**src/rtl/key_expansion_ctrl_if.sv**
```systemverilog
// Key-load and round-key stream bundle between the key loader / cipher core
// (master) and the key expansion sequencer (slave).
interface key_expansion_ctrl_if;
  logic         start;
  logic [255:0] key_in;
  logic         abort;
  logic         rk_valid;
  logic         rk_ready;
  logic [127:0] rk_data;
  logic [3:0]   rk_idx;
  logic         busy;
  logic         done;

  modport master (
    output start, key_in, abort, rk_ready,
    input  rk_valid, rk_data, rk_idx, busy, done
  );

  modport slave (
    input  start, key_in, abort, rk_ready,
    output rk_valid, rk_data, rk_idx, busy, done
  );
endinterface

```
**src/rtl/key_expansion_ctrl.sv**
```systemverilog
// AES-256 key expansion sequencer: steps an external Keyschedule through
// rc = 1..13 and streams rk0..rk14 over a valid/ready handshake.
module key_expansion_ctrl (
  input  logic                       clk,
  input  logic                       rst,
  key_expansion_ctrl_if.slave        bus,
  output logic [3:0]                 ks_rc,
  output logic [127:0]               ks_srcup,
  output logic [127:0]               ks_srclo,
  input  logic [127:0]               ks_keyoutup,
  input  logic [127:0]               ks_keyoutlo
);

  typedef enum logic [1:0] {
    IDLE,
    EMIT,
    ISSUE,
    CAPTURE
  } state_t;

  state_t       state_reg;
  logic [127:0] up_reg;
  logic [127:0] lo_reg;
  logic [127:0] data_reg;
  logic [3:0]   rc_reg;
  logic [3:0]   idx_reg;
  logic         valid_reg;
  logic         busy_reg;
  logic         done_reg;

  always_ff @(posedge clk) begin
    if (rst) begin
      state_reg <= IDLE;
      up_reg    <= '0;
      lo_reg    <= '0;
      data_reg  <= '0;
      rc_reg    <= '0;
      idx_reg   <= '0;
      valid_reg <= 1'b0;
      busy_reg  <= 1'b0;
      done_reg  <= 1'b0;
    end else begin
      done_reg <= 1'b0;
      case (state_reg)
        IDLE: begin
          if (bus.start) begin
            up_reg    <= bus.key_in[255:128];
            lo_reg    <= bus.key_in[127:0];
            data_reg  <= bus.key_in[255:128];
            idx_reg   <= 4'd0;
            rc_reg    <= 4'd0;
            state_reg <= EMIT;
            valid_reg <= 1'b1;
            busy_reg  <= 1'b1;
          end
        end

        EMIT: begin
          // abort wins over a same-cycle handshake: that key is not transferred
          if (bus.abort) begin
            state_reg <= IDLE;
            rc_reg    <= 4'd0;
            valid_reg <= 1'b0;
            busy_reg  <= 1'b0;
          end else if (bus.rk_ready) begin
            if (idx_reg == 4'd14) begin
              state_reg <= IDLE;
              rc_reg    <= 4'd0;
              valid_reg <= 1'b0;
              busy_reg  <= 1'b0;
              done_reg  <= 1'b1;
            end else if (idx_reg == 4'd0) begin
              idx_reg  <= 4'd1;
              data_reg <= lo_reg;
            end else begin
              rc_reg    <= idx_reg;
              state_reg <= ISSUE;
              valid_reg <= 1'b0;
            end
          end
        end

        ISSUE: begin
          if (bus.abort) begin
            state_reg <= IDLE;
            rc_reg    <= 4'd0;
            busy_reg  <= 1'b0;
          end else begin
            state_reg <= CAPTURE;
          end
        end

        CAPTURE: begin
          if (bus.abort) begin
            state_reg <= IDLE;
            rc_reg    <= 4'd0;
            busy_reg  <= 1'b0;
          end else begin
            // odd rc refreshes the upper half, even rc the lower half
            if (rc_reg[0]) begin
              up_reg   <= ks_keyoutup;
              data_reg <= ks_keyoutup;
            end else begin
              lo_reg   <= ks_keyoutlo;
              data_reg <= ks_keyoutlo;
            end
            idx_reg   <= rc_reg + 4'd1;
            state_reg <= EMIT;
            valid_reg <= 1'b1;
          end
        end

        default: begin
          state_reg <= IDLE;
          rc_reg    <= 4'd0;
          valid_reg <= 1'b0;
          busy_reg  <= 1'b0;
        end
      endcase
    end
  end

  assign bus.rk_valid = valid_reg;
  assign bus.rk_data  = data_reg;
  assign bus.rk_idx   = idx_reg;
  assign bus.busy     = busy_reg;
  assign bus.done     = done_reg;
  assign ks_rc        = rc_reg;
  assign ks_srcup     = up_reg;
  assign ks_srclo     = lo_reg;

endmodule

```
**src/flat_wrapper.sv**
```systemverilog
// flat-port wrapper written by rule: the top's interface ports become plain ports
module key_expansion_ctrl_flat 
  (clk, rst, ks_rc, ks_srcup, ks_srclo, ks_keyoutup, ks_keyoutlo, bus_start, bus_key_in, bus_abort, bus_rk_ready, bus_rk_valid, bus_rk_data, bus_rk_idx, bus_busy, bus_done);
  key_expansion_ctrl_if bus_i ();
  input  logic clk;
  input  logic rst;
  output logic [3:0] ks_rc;
  output logic [127:0] ks_srcup;
  output logic [127:0] ks_srclo;
  input  logic [127:0] ks_keyoutup;
  input  logic [127:0] ks_keyoutlo;
  input wire logic [$bits(bus_i.start)-1:0] bus_start;
  input wire logic [$bits(bus_i.key_in)-1:0] bus_key_in;
  input wire logic [$bits(bus_i.abort)-1:0] bus_abort;
  input wire logic [$bits(bus_i.rk_ready)-1:0] bus_rk_ready;
  output wire logic [$bits(bus_i.rk_valid)-1:0] bus_rk_valid;
  output wire logic [$bits(bus_i.rk_data)-1:0] bus_rk_data;
  output wire logic [$bits(bus_i.rk_idx)-1:0] bus_rk_idx;
  output wire logic [$bits(bus_i.busy)-1:0] bus_busy;
  output wire logic [$bits(bus_i.done)-1:0] bus_done;
  assign bus_i.start = bus_start;
  assign bus_i.key_in = bus_key_in;
  assign bus_i.abort = bus_abort;
  assign bus_i.rk_ready = bus_rk_ready;
  assign bus_rk_valid = bus_i.rk_valid;
  assign bus_rk_data = bus_i.rk_data;
  assign bus_rk_idx = bus_i.rk_idx;
  assign bus_busy = bus_i.busy;
  assign bus_done = bus_i.done;
  key_expansion_ctrl u_core (.clk(clk), .rst(rst), .bus(bus_i), .ks_rc(ks_rc), .ks_srcup(ks_srcup), .ks_srclo(ks_srclo), .ks_keyoutup(ks_keyoutup), .ks_keyoutlo(ks_keyoutlo));
endmodule
```
**config.mk**
```make
export PLATFORM = sky130hd
export DESIGN_NAME = key_expansion_ctrl_flat
export DESIGN_NICKNAME = d
export VERILOG_FILES = /design/src/rtl/key_expansion_ctrl_if.sv /design/src/rtl/key_expansion_ctrl.sv /design/src/flat_wrapper.sv
export SDC_FILE = /design/constraint.sdc
export NUM_CORES = 1
export LEC_CHECK = 0
export ABC_CLOCK_PERIOD_IN_PS = 2400
export BUFFER_PORTS_ARGS = -buffer_cell sky130_fd_sc_hd__buf_2
export CAP_MARGIN = 10
export CORE_AREA = 2 2 356 358
export DETAILED_ROUTE_END_ITERATION = 7
export DIE_AREA = 0 0 358 360
export GPL_TIMING_DRIVEN = 0
export PLACE_DENSITY = 0.34
export SYNTH_ARGS = -nofsm -noshare
export SYNTH_HDL_FRONTEND = slang
export SYNTH_SLANG_ARGS = --single-unit
```
**constraint.sdc**
```tcl
create_clock -name clk -period 2.4 [get_ports clk]
set_clock_uncertainty 0.2 [all_clocks]
set_input_delay 0.12 -clock clk [delete_from_list [all_inputs] [get_ports clk]]
set_output_delay 0.12 -clock clk [all_outputs]
set_load 0.03 [all_outputs]
```
==> flow_summary.json, run 1 <==
{
  "clk_path_buf_depth": 3,
  "finalSetupViolCount": 5,
  "yosysTopAreaCellShare": 0.411,
  "synth_area_leaders": "dfxtp_1 41%, a311oi_1 12%, nand2_1 10%",
  "cp_max_fo": 7,
  "final-seq-area_um2": 7960,
  "postPlaceCellArea_um2": 26000,
  "clk-insertion-delay-late_ps": 650,
  "finalMaxSlewViolations": 0,
  "clk_pin_slew_ps": 60,
  "status": "finished with violations",
  "grt_pass1_wl_mm": 205,
  "synth.most_common_cell": "nand2_1",
  "synth_fp_nets": 3027,
  "tritoncts": "built",
  "routedWlPerCell_um": 26.5,
  "synthToLayoutAreaGrowth_pct": 77.3,
  "track_usage": 0.223,
  "gp_congestion": 0.924,
  "p_leak_nw": 14.6,
  "dr.pass1.iters": 7,
  "dpl.hpwl_mm": 118,
  "min_path_type": "in2reg",
  "synth_top_cells_by_count": "517 x nand2_1, 397 x dfxtp_1, 388 x nor2_1",
  "drive_gt1_frac": 0.318,
  "grt_overflow_total": 0,
  "ir_drop_uv": 509,
  "synth_ff_type": "dfxtp_1",
  "pre_cts_ws_ps": -1060,
  "synth_top_area_cell": "dfxtp_1",
  "violations": "negative setup slack",
  "max_freq_ghz": 0.410,
  "reg2reg_from": "u_core.bus.rk_idx[0]",
  "crit_type": "reg2reg",
  "coreArea_um2": 125000,
  "ant_nets": 0,
  "tightest_slew_ps": 1280,
  "portBuffers": 910,
  "pin_count": 912,
  "tns_ps": -77.3,
  "drtIter0Drc": 1706,
  "drc": 0,
  "multiInputGateArea_um2": 10800,
  "synthDistinctLibCells": 40,
  "rsz0062_at_grt": "yes",
  "power_density_nw_per_um2": 643,
  "grt_antenna_before_repair": 21,
  "cts_root_buf": "clkbuf_16",
  "cts.htree.levels": 2,
  "stdcell_area_um2": 34300,
  "vias_per_cell": 4.54,
  "cp_top_family": "simple AND/OR/NAND/NOR gates",
  "seq_area_frac_synth": 0.411,
  "yosysWarnings": 0,
  "cts-buffers-inserted": 54,
  "cpMostUsedCell": "buf_16",
  "synth-edff-count": 0,
  "cp-end-kind": "flop",
  "dieArea_um2": 129000,
  "nets": 4531,
  "fp.dieH_um": 360,
  "final_core_util": 0.274,
  "ys_ff_latch": 397,
  "worstPathCellList": "or4_4 > o211a_4 > buf_12 > buf_16 > buf_16 > a211oi_4 > nor3_1",
  "syn_area_per_cell_um2": 7.71,
  "cap_violations": 0,
  "rows": 130,
  "synthCells": 2509,
  "fp.dieW_um": 358,
  "crit_arrival_ps": 2750,
  "cts_sinks": 397,
  "required_ps": 2710,
  "power_w": 0.0220,
  "crit_slowest_cell": "or4_4",
  "cp-startpoint": "u_core.bus.rk_idx[0]",
  "start_util": 0.155,
  "first_global_vias": 26600,
  "fill_cells": 14100,
  "ys_async_sr_fraction": 0,
  "critPathMaxStageDelay_ps": 570,
  "slew_headroom": 0.145,
  "hold_viol": 0,
  "fin_crit_sh": 1.02,
  "wirelength_mm": 151,
  "syn_area_um2": 19300,
  "startpoint_type": "flop",
  "vias": 25900,
  "hp-start": "rst",
  "grt_max_degree": 20,
  "critPathBufInv": 3,
  "setup_slack_ps": -40.4,
  "min_period_ps": 2440
}
cell type report:
| type | count | area share |
|---|---|---|
| inverter | 2 | 0.000219 |
| timing repair buffer | 1454 | 0.294 |
| clock inverter | 13 | 0.00405 |
| multi-input combinational | 1850 | 0.316 |
| antenna | 14 | 0.00102 |
| buffer | 254 | 0.0481 |
| clock buffer | 78 | 0.0441 |
| tap | 1650 | 0.0602 |
| sequential | 397 | 0.232 |
metrics by stage:
stage,std cells,hold slack [ps]
after CTS,5683,27.8
after global placement,5069,193
after detailed placement,5073,195
after floorplan,2509,79.0
after global routing,5707,65.3
final,5712,32.7
layout by cell type, fill, tap and decap left out, drive strengths merged, types with 2 or more instances in the layout:
master          n
or3b            2
buf          1013
clkinvlp        2
bufinv          2
nor2          388
o211ai          3
mux2i         128
clkbuf        257
inv             3
nand2         517
nand3           5
o21ai         133
a22o            3
a311oi        256
a21oi         135
nand2b          2
dlygate4sd3   516
nand3b          4
diode          14
nor3          129
dfxtp         397
nor4            3
or2             2
a211oi        128
clkinv          8
worst reg2reg max path, cell delays in order, from the launching register on:
cell and delay (ps):
dfxtp_4 360, or4_4 580, o211a_4 290, buf_12 160, buf_16 160, buf_16 210, a211oi_4 260, nor3_1 80
per-layer routing:
metal / up-vias / GRT usage / wire (um)
met4: 2 / 0.0823 / 5800
met1: 12600 / 0.283 / 64900
met2: 1032 / 0.372 / 71300
li1: 12000 / - / -
met3: 234 / 0.0403 / 9060
met5: - / 0 / 13
power breakdown:
| group | leakage [nW] | switching (W) | internal, W |
|---|---|---|---|
| sequential | 3.29 | 0.000442 | 0.00721 |
| combinational | 10.5 | 0.00405 | 0.00230 |
| clock | 0.804 | 0.00349 | 0.00454 |
| total | 14.6 | 0.00798 | 0.0141 |
what timing repair did:
| item | CTS | global route |
|---|---|---|
| resized for setup | 199 | 176 |
| pin swaps | 7 | 27 |
| hold endpoints to repair | 393 | 0 |
| setup buffers | 7 | 14 |
| hold buffers | 516 | 0 |
| gates cloned | 0 | 3 |
| endpoints found under the setup margin | 388 | 348 |
path summary, 6_finish.rpt:
check | to | slack [ps] | depth (start not counted)
min | u_core.state_reg[1] | 30 | 3
min reg2reg | u_core.bus.rk_data[43] | 290 | 2
max | u_core.bus.rk_data[86] | -40 | 7
max reg2reg | u_core.bus.rk_data[86] | -40 | 7
logic make-up (layout without fill, tap and decap cells):
logic type | count (synthesis) | count (layout) | synth area share
and+or+nand+nor | 1057 | 1057 | 0.217
other | 0 | 14 | 0
buffers and inverters | 262 | 1801 | 0.0584
xor gates and xnor gates | 2 | 2 | 0.000906
adders and majority gates | 1 | 1 | 0.000647
AOI/OAI and AO/OA | 662 | 662 | 0.246
DFF | 397 | 397 | 0.411
muxes | 128 | 128 | 0.0662
Power figures use the tool's default switching activity.
==> run 2: changes to the inputs <==
- SETUP_SLACK_MARGIN: default -> 0.15
==> run 2 against run 1 <==
Net effect:
- the flow still finishes with violations (negative setup slack)
- non-clock buffer count up 19
- final cell count up 0.30%
- via count up 0.22%
- final area up 3.3%
- worst setup slack better by 25 ps
- fmax up 1.0%
- wire length up 2.0%
- power up 1.9%
- register-to-register slack better by 20 ps
- largest power group unchanged
==> flow_summary.json, run 2 (synthesis gave the netlist of run 1 again) <==
{
  "status": "finished with violations",
  "violations": "negative setup slack",
  "cts_sinks": 397,
  "worstPathCellList": "or4_4 > o211a_1 > clkbuf_16 > buf_16 > buf_6 > a211oi_4 > nor3_1",
  "ir_drop_uv": 504,
  "pre_cts_ws_ps": -1060,
  "slew_headroom": 0.209,
  "cap_violations": 0,
  "cp_max_fo": 10,
  "cp-end-kind": "flop",
  "layout_commonest_cell": "buf_2",
  "start_util": 0.155,
  "tns_ps": -15.7,
  "nets": 4550,
  "grt_max_degree": 15,
  "crit_slowest_cell": "or4_4",
  "coreArea_um2": 125000,
  "dr.pass1.iters": 5,
  "power_density_nw_per_um2": 634,
  "min_period_ps": 2420,
  "hold_viol": 0,
  "p_leak_nw": 15.0,
  "postPlaceCellArea_um2": 26000,
  "rsz0062_at_grt": "yes",
  "cts.htree.levels": 2,
  "holdWs_ps": 54.3,
  "track_usage": 0.227,
  "vias_per_cell": 4.54,
  "rows": 130,
  "cts-buffers-inserted": 54,
  "clk_path_buf_depth": 3,
  "ant_nets": 0,
  "drive_gt1_frac": 0.334,
  "portBuffers": 910,
  "clk-insertion-delay-late_ps": 650,
  "clk_pin_slew_ps": 60,
  "power_w": 0.0225,
  "hp-start": "rst",
  "synthToLayoutAreaGrowth_pct": 83.1,
  "tightest_slew_ps": 1190,
  "gp_congestion": 0.924,
  "dpl.hpwl_mm": 118,
  "max_freq_ghz": 0.414,
  "critPathBufInv": 3,
  "fp.dieW_um": 358,
  "tritoncts": "built",
  "wirelength_mm": 154,
  "grt_antenna_before_repair": 22,
  "required_ps": 2700,
  "fp.dieH_um": 360,
  "drtIter0Drc": 1884,
  "min_path_type": "in2reg",
  "cts_root_buf": "clkbuf_16",
  "vias": 26000,
  "stdcell_area_um2": 35400,
  "dieArea_um2": 129000,
  "pin_count": 912,
  "crit_type": "reg2reg",
  "crit_arrival_ps": 2720,
  "cp_top_family": "simple AND/OR/NAND/NOR gates",
  "reg2reg_from": "u_core.bus.rk_idx[0]",
  "routedWlPerCell_um": 26.9,
  "grt_pass1_wl_mm": 209,
  "grt_overflow_total": 0,
  "finalSetupViolCount": 1,
  "setup_slack_ps": -15.7,
  "critPathMaxStageDelay_ps": 540,
  "finalMaxSlewViolations": 0,
  "cp-startpoint": "u_core.bus.rk_idx[0]",
  "first_global_vias": 26700,
  "startpoint_type": "flop",
  "fin_crit_sh": 1.01,
  "layout_common_cells": "925 x buf_2, 516 x dlygate4sd3_1, 514 x nand2_1, 393 x dfxtp_1, 388 x nor2_1",
  "drc": 0
}
==> run 2: report_power, final <==
| group | switching (W) | internal (W) |
|---|---|---|
| combinational | 0.00421 | 0.00255 |
| clock | 0.00350 | 0.00454 |
| sequential | 0.000441 | 0.00721 |
| total | 0.00815 | 0.0143 |
==> run 2: area by class of cell <==
cell class	instances	area, um^2
Fill cell	13900	89500
Antenna cell	12	30.0
Timing Repair Buffer	1468	10500
Sequential cell	397	7960
Buffer	259	2070
Inverter	2	7.51
Tap cell	1650	2060
Clock inverter	13	139
Clock buffer	78	1510
Multi-Input combinational cell	1850	11100
==> run 2: worst register-to-register path: stages, from the launching register on <==
cell and delay (ps):
dfxtp_4 340, or4_4 540, o211a_1 240, clkbuf_16 190
buf_16 190, buf_6 210, a211oi_4 270, nor3_1 80
==> run 2: through the flow <==
step	std cells	util
after floorplan	2509	-
after global placement	5069	0.208
after detailed placement	5073	0.208
after CTS	5702	0.277
after global routing	5726	0.284
final	5729	0.284
==> run 2: timing repair <==
item / in CTS / in global routing
cloned: 10 / 8
hold buffers: 516 / 0
pin swaps: 91 / 54
setup endpoints to repair: 396 / 378
endpoints found under the hold margin: 393 / 0
resized for setup: 402 / 165
setup buffers: 13 / 7
==> run 2: layer usage <==
| metal | part of all wire | vias to the layer above | track usage | routed length (um) |
|---|---|---|---|---|
| li1 | - | 12000 | - | - |
| met3 | 0.059 | 227 | 0.0386 | 9170 |
| met4 | 0.034 | 2 | 0.0761 | 5310 |
| met1 | 0.43 | 12700 | 0.290 | 66500 |
| met2 | 0.47 | 1054 | 0.384 | 73100 |
| met5 | 0.000084 | - | 0 | 13 |
==> run 2: worst paths after layout <==
kind                                                 to  slack, ps  cells past startpoint
worst max-delay path            u_core.bus.rk_data[113]        -20                      7
worst min-delay path                u_core.state_reg[1]         50                      3
worst max register to register  u_core.bus.rk_data[113]        -20                      7
worst min register to register   u_core.bus.rk_data[43]        290                      2
==> run 3: changes to the inputs <==
- ABC_AREA: default -> 1
- CORE_AREA: 2 2 356 358 -> 2 2 354 356
- DIE_AREA: 0 0 358 360 -> 0 0 356 358
- PLACE_DENSITY: 0.34 -> 0.36
==> run 3 against run 2 <==
Net effect:
- non-clock buffer count fell by 6
- via count increased by 16%
- synthesized area is 11% higher
- the flow now finishes without violations
- die area fell by 1.1%
- sequential power increased by 6.4%
==> flow_summary.json, run 3 <==
{
  "nets": 5671,
  "critPathMaxStageDelay_ps": 420,
  "startpoint_type": "flop",
  "p_leak_nw": 17.9,
  "yosysTopAreaCellShare": 0.371,
  "fp.dieW_um": 356,
  "layout_common_cells": "1,560 x nand2_1, 956 x buf_2, 516 x dlygate4sd3_1, 405 x nor2_1, 394 x dfxtp_1",
  "cts.htree.levels": 2,
  "cp-end-kind": "flop",
  "rsz0062_at_grt": "yes",
  "dp_cells": 6202,
  "synthCells": 3651,
  "cts_sinks": 397,
  "dr.pass1.iters": 7,
  "worstPathCellList": "nand2_2 > buf_4 > clkbuf_2 > nand2_1 > o21ai_0 > nand2_1 > a21oi_1",
  "portBuffers": 911,
  "slew_headroom": 0.337,
  "cts-buffers-inserted": 55,
  "fin_cells": 6844,
  "start_util": 0.174,
  "drc": 0,
  "status": "completed",
  "syn_area_um2": 21400,
  "max_freq_ghz": 0.462,
  "synth_fp_nets": 4169,
  "fp.dieH_um": 358,
  "yosysWarnings": 0,
  "synth.most_common_cell": "nand2_1",
  "cpMostUsedCell": "nand2_1",
  "clk_pin_slew_ps": 60,
  "final_core_util": 0.291,
  "dpl.hpwl_mm": 126,
  "coreArea_um2": 123000,
  "ys_ff_latch": 397,
  "finalSetupViolCount": 0,
  "pin_count": 912,
  "required_ps": 2770,
  "holdWs_ps": 112,
  "power_density_nw_per_um2": 747,
  "hold_viol": 0,
  "crit_slowest_cell": "clkbuf_2",
  "gp_congestion": 0.911,
  "seq_area_frac_synth": 0.371,
  "routedWlPerCell_um": 23.7,
  "drive_gt1_frac": 0.239,
  "track_usage": 0.242,
  "synthToLayoutAreaGrowth_pct": 67.6,
  "grt_max_degree": 14,
  "clk-insertion-delay-late_ps": 650,
  "clk_path_buf_depth": 3,
  "rows": 129,
  "layout_commonest_cell": "nand2_1",
  "grt_pass1_wl_mm": 221,
  "min_path_type": "in2reg",
  "finalMaxSlewViolations": 0,
  "critPathBufInv": 2,
  "ir_drop_uv": 487,
  "crit_arrival_ps": 2540,
  "ant_nets": 0,
  "crit_type": "reg2reg",
  "min_period_ps": 2170,
  "synth_area_leaders": "dfxtp_1 37%, nand2_1 27%, nand3_1 8.0%",
  "synthDistinctLibCells": 17,
  "vias": 30100,
  "cp_top_family": "buffers and inverters",
  "synth_top_cells_by_count": "1,564 x nand2_1, 408 x nor2_1, 397 x dfxtp_1",
  "vias_per_cell": 4.39,
  "cap_violations": 0,
  "drtIter0Drc": 2074,
  "first_global_vias": 29600,
  "grt_overflow_total": 0,
  "fin_crit_sh": 0.902,
  "tritoncts": "built",
  "synth_ff_type": "dfxtp_1",
  "tightest_slew_ps": 994,
  "ys_async_sr_fraction": 0,
  "pre_cts_ws_ps": -1090,
  "postPlaceCellArea_um2": 28100,
  "dieArea_um2": 127000,
  "setup_slack_ps": 235,
  "stdcell_area_um2": 35900,
  "wirelength_mm": 162,
  "synth-edff-count": 0,
  "grt_antenna_before_repair": 28,
  "syn_area_per_cell_um2": 5.87,
  "synth_top_area_cell": "dfxtp_1",
  "cp_max_fo": 11,
  "cts_root_buf": "clkbuf_16"
}
==> run 3: cell types whose count changed after synthesis, moves of 70 or more <==
cell	change
a211oi_1	-103
a311oi_1	-256
nand3_1	+337
nor3_1	-129
mux2i_1	-128
nand4_1	+70
inv_1	+198
nand2_1	+1047
==> run 3: kinds of logic after synthesis <==
group,after synthesis,share of synthesized area
buffers and inverters,478,0.0901
adders and majority gates,1,0.000584
DFF,397,0.371
AOI/OAI and AO/OA,386,0.0902
and+or+nand+nor,2389,0.448
==> run 3: layer usage <==
metal  wire length [um]  share of wire  track usage  vias up
met5                112        0.00069            0        -
met4               4260          0.026       0.0643       16
met3              10300          0.064       0.0449      208
met2              79000           0.49        0.426     1101
met1              68200           0.42        0.301    14200
li1                   -              -            -    14500
==> run 3: power breakdown <==
| group | internal [W] | switching (W) |
|---|---|---|
| logic | 0.00314 | 0.00671 |
| clock network | 0.00525 | 0.00356 |
| registers | 0.00749 | 0.000648 |
| total | 0.0159 | 0.0109 |
==> run 3: metrics by stage <==
| stage | setup TNS (ps) | power (W) |
|---|---|---|
| 4_1_cts | 0 | 0.0270 |
| 2_1_floorplan | 0 | 0.0131 |
| 3_5_place_dp | -292790 | 0.0171 |
| 6_report | 0 | 0.0268 |
| 3_3_place_gp | -353780 | 0.0171 |
| 5_1_grt | 0 | 0.0281 |
==> run 3: path summary, 6_finish.rpt <==
path	endpoint	depth (start not counted)	from	slack, ps
setup reg to reg	u_core.ks_srclo[83]	7	u_core.state_reg[0]	230
hold reg to reg	u_core.ks_srcup[64]	2	u_core.ks_srcup[64]	260
hold / removal	u_core.bus.rk_data[65]	5	rst	110
setup / recovery	u_core.ks_srclo[83]	7	u_core.state_reg[0]	230
==> run 3: area by class of cell <==
cell class / instances / area [um^2]
clock buffers: 77 / 1600
repair buffers: 1447 / 9960
clock inverters: 20 / 259
plain buffers: 274 / 1690
multi-input cells: 2776 / 11600
flip-flops and latches: 397 / 7960
inverters: 202 / 758
diodes: 14 / 35.0
fillers: 14200 / 87400
well taps: 1637 / 2050
==> run 3: worst reg2reg max path, stage by stage (launching register included) <==
cell and delay (ps):
dfxtp_4 360, nand2_2 160, buf_4 410, clkbuf_2 440, nand2_1 200, o21ai_0 120
nand2_1 70, a21oi_1 130
==> run 3: timing repair <==
action / in CTS / in global routing
gates cloned: 1 / 1
pin swaps: 3 / 0
setup endpoints to repair: 392 / 374
hold buffers: 516 / 0
gates resized for setup: 172 / 123
setup buffers: 11 / 4
endpoints found under the hold margin: 393 / 0
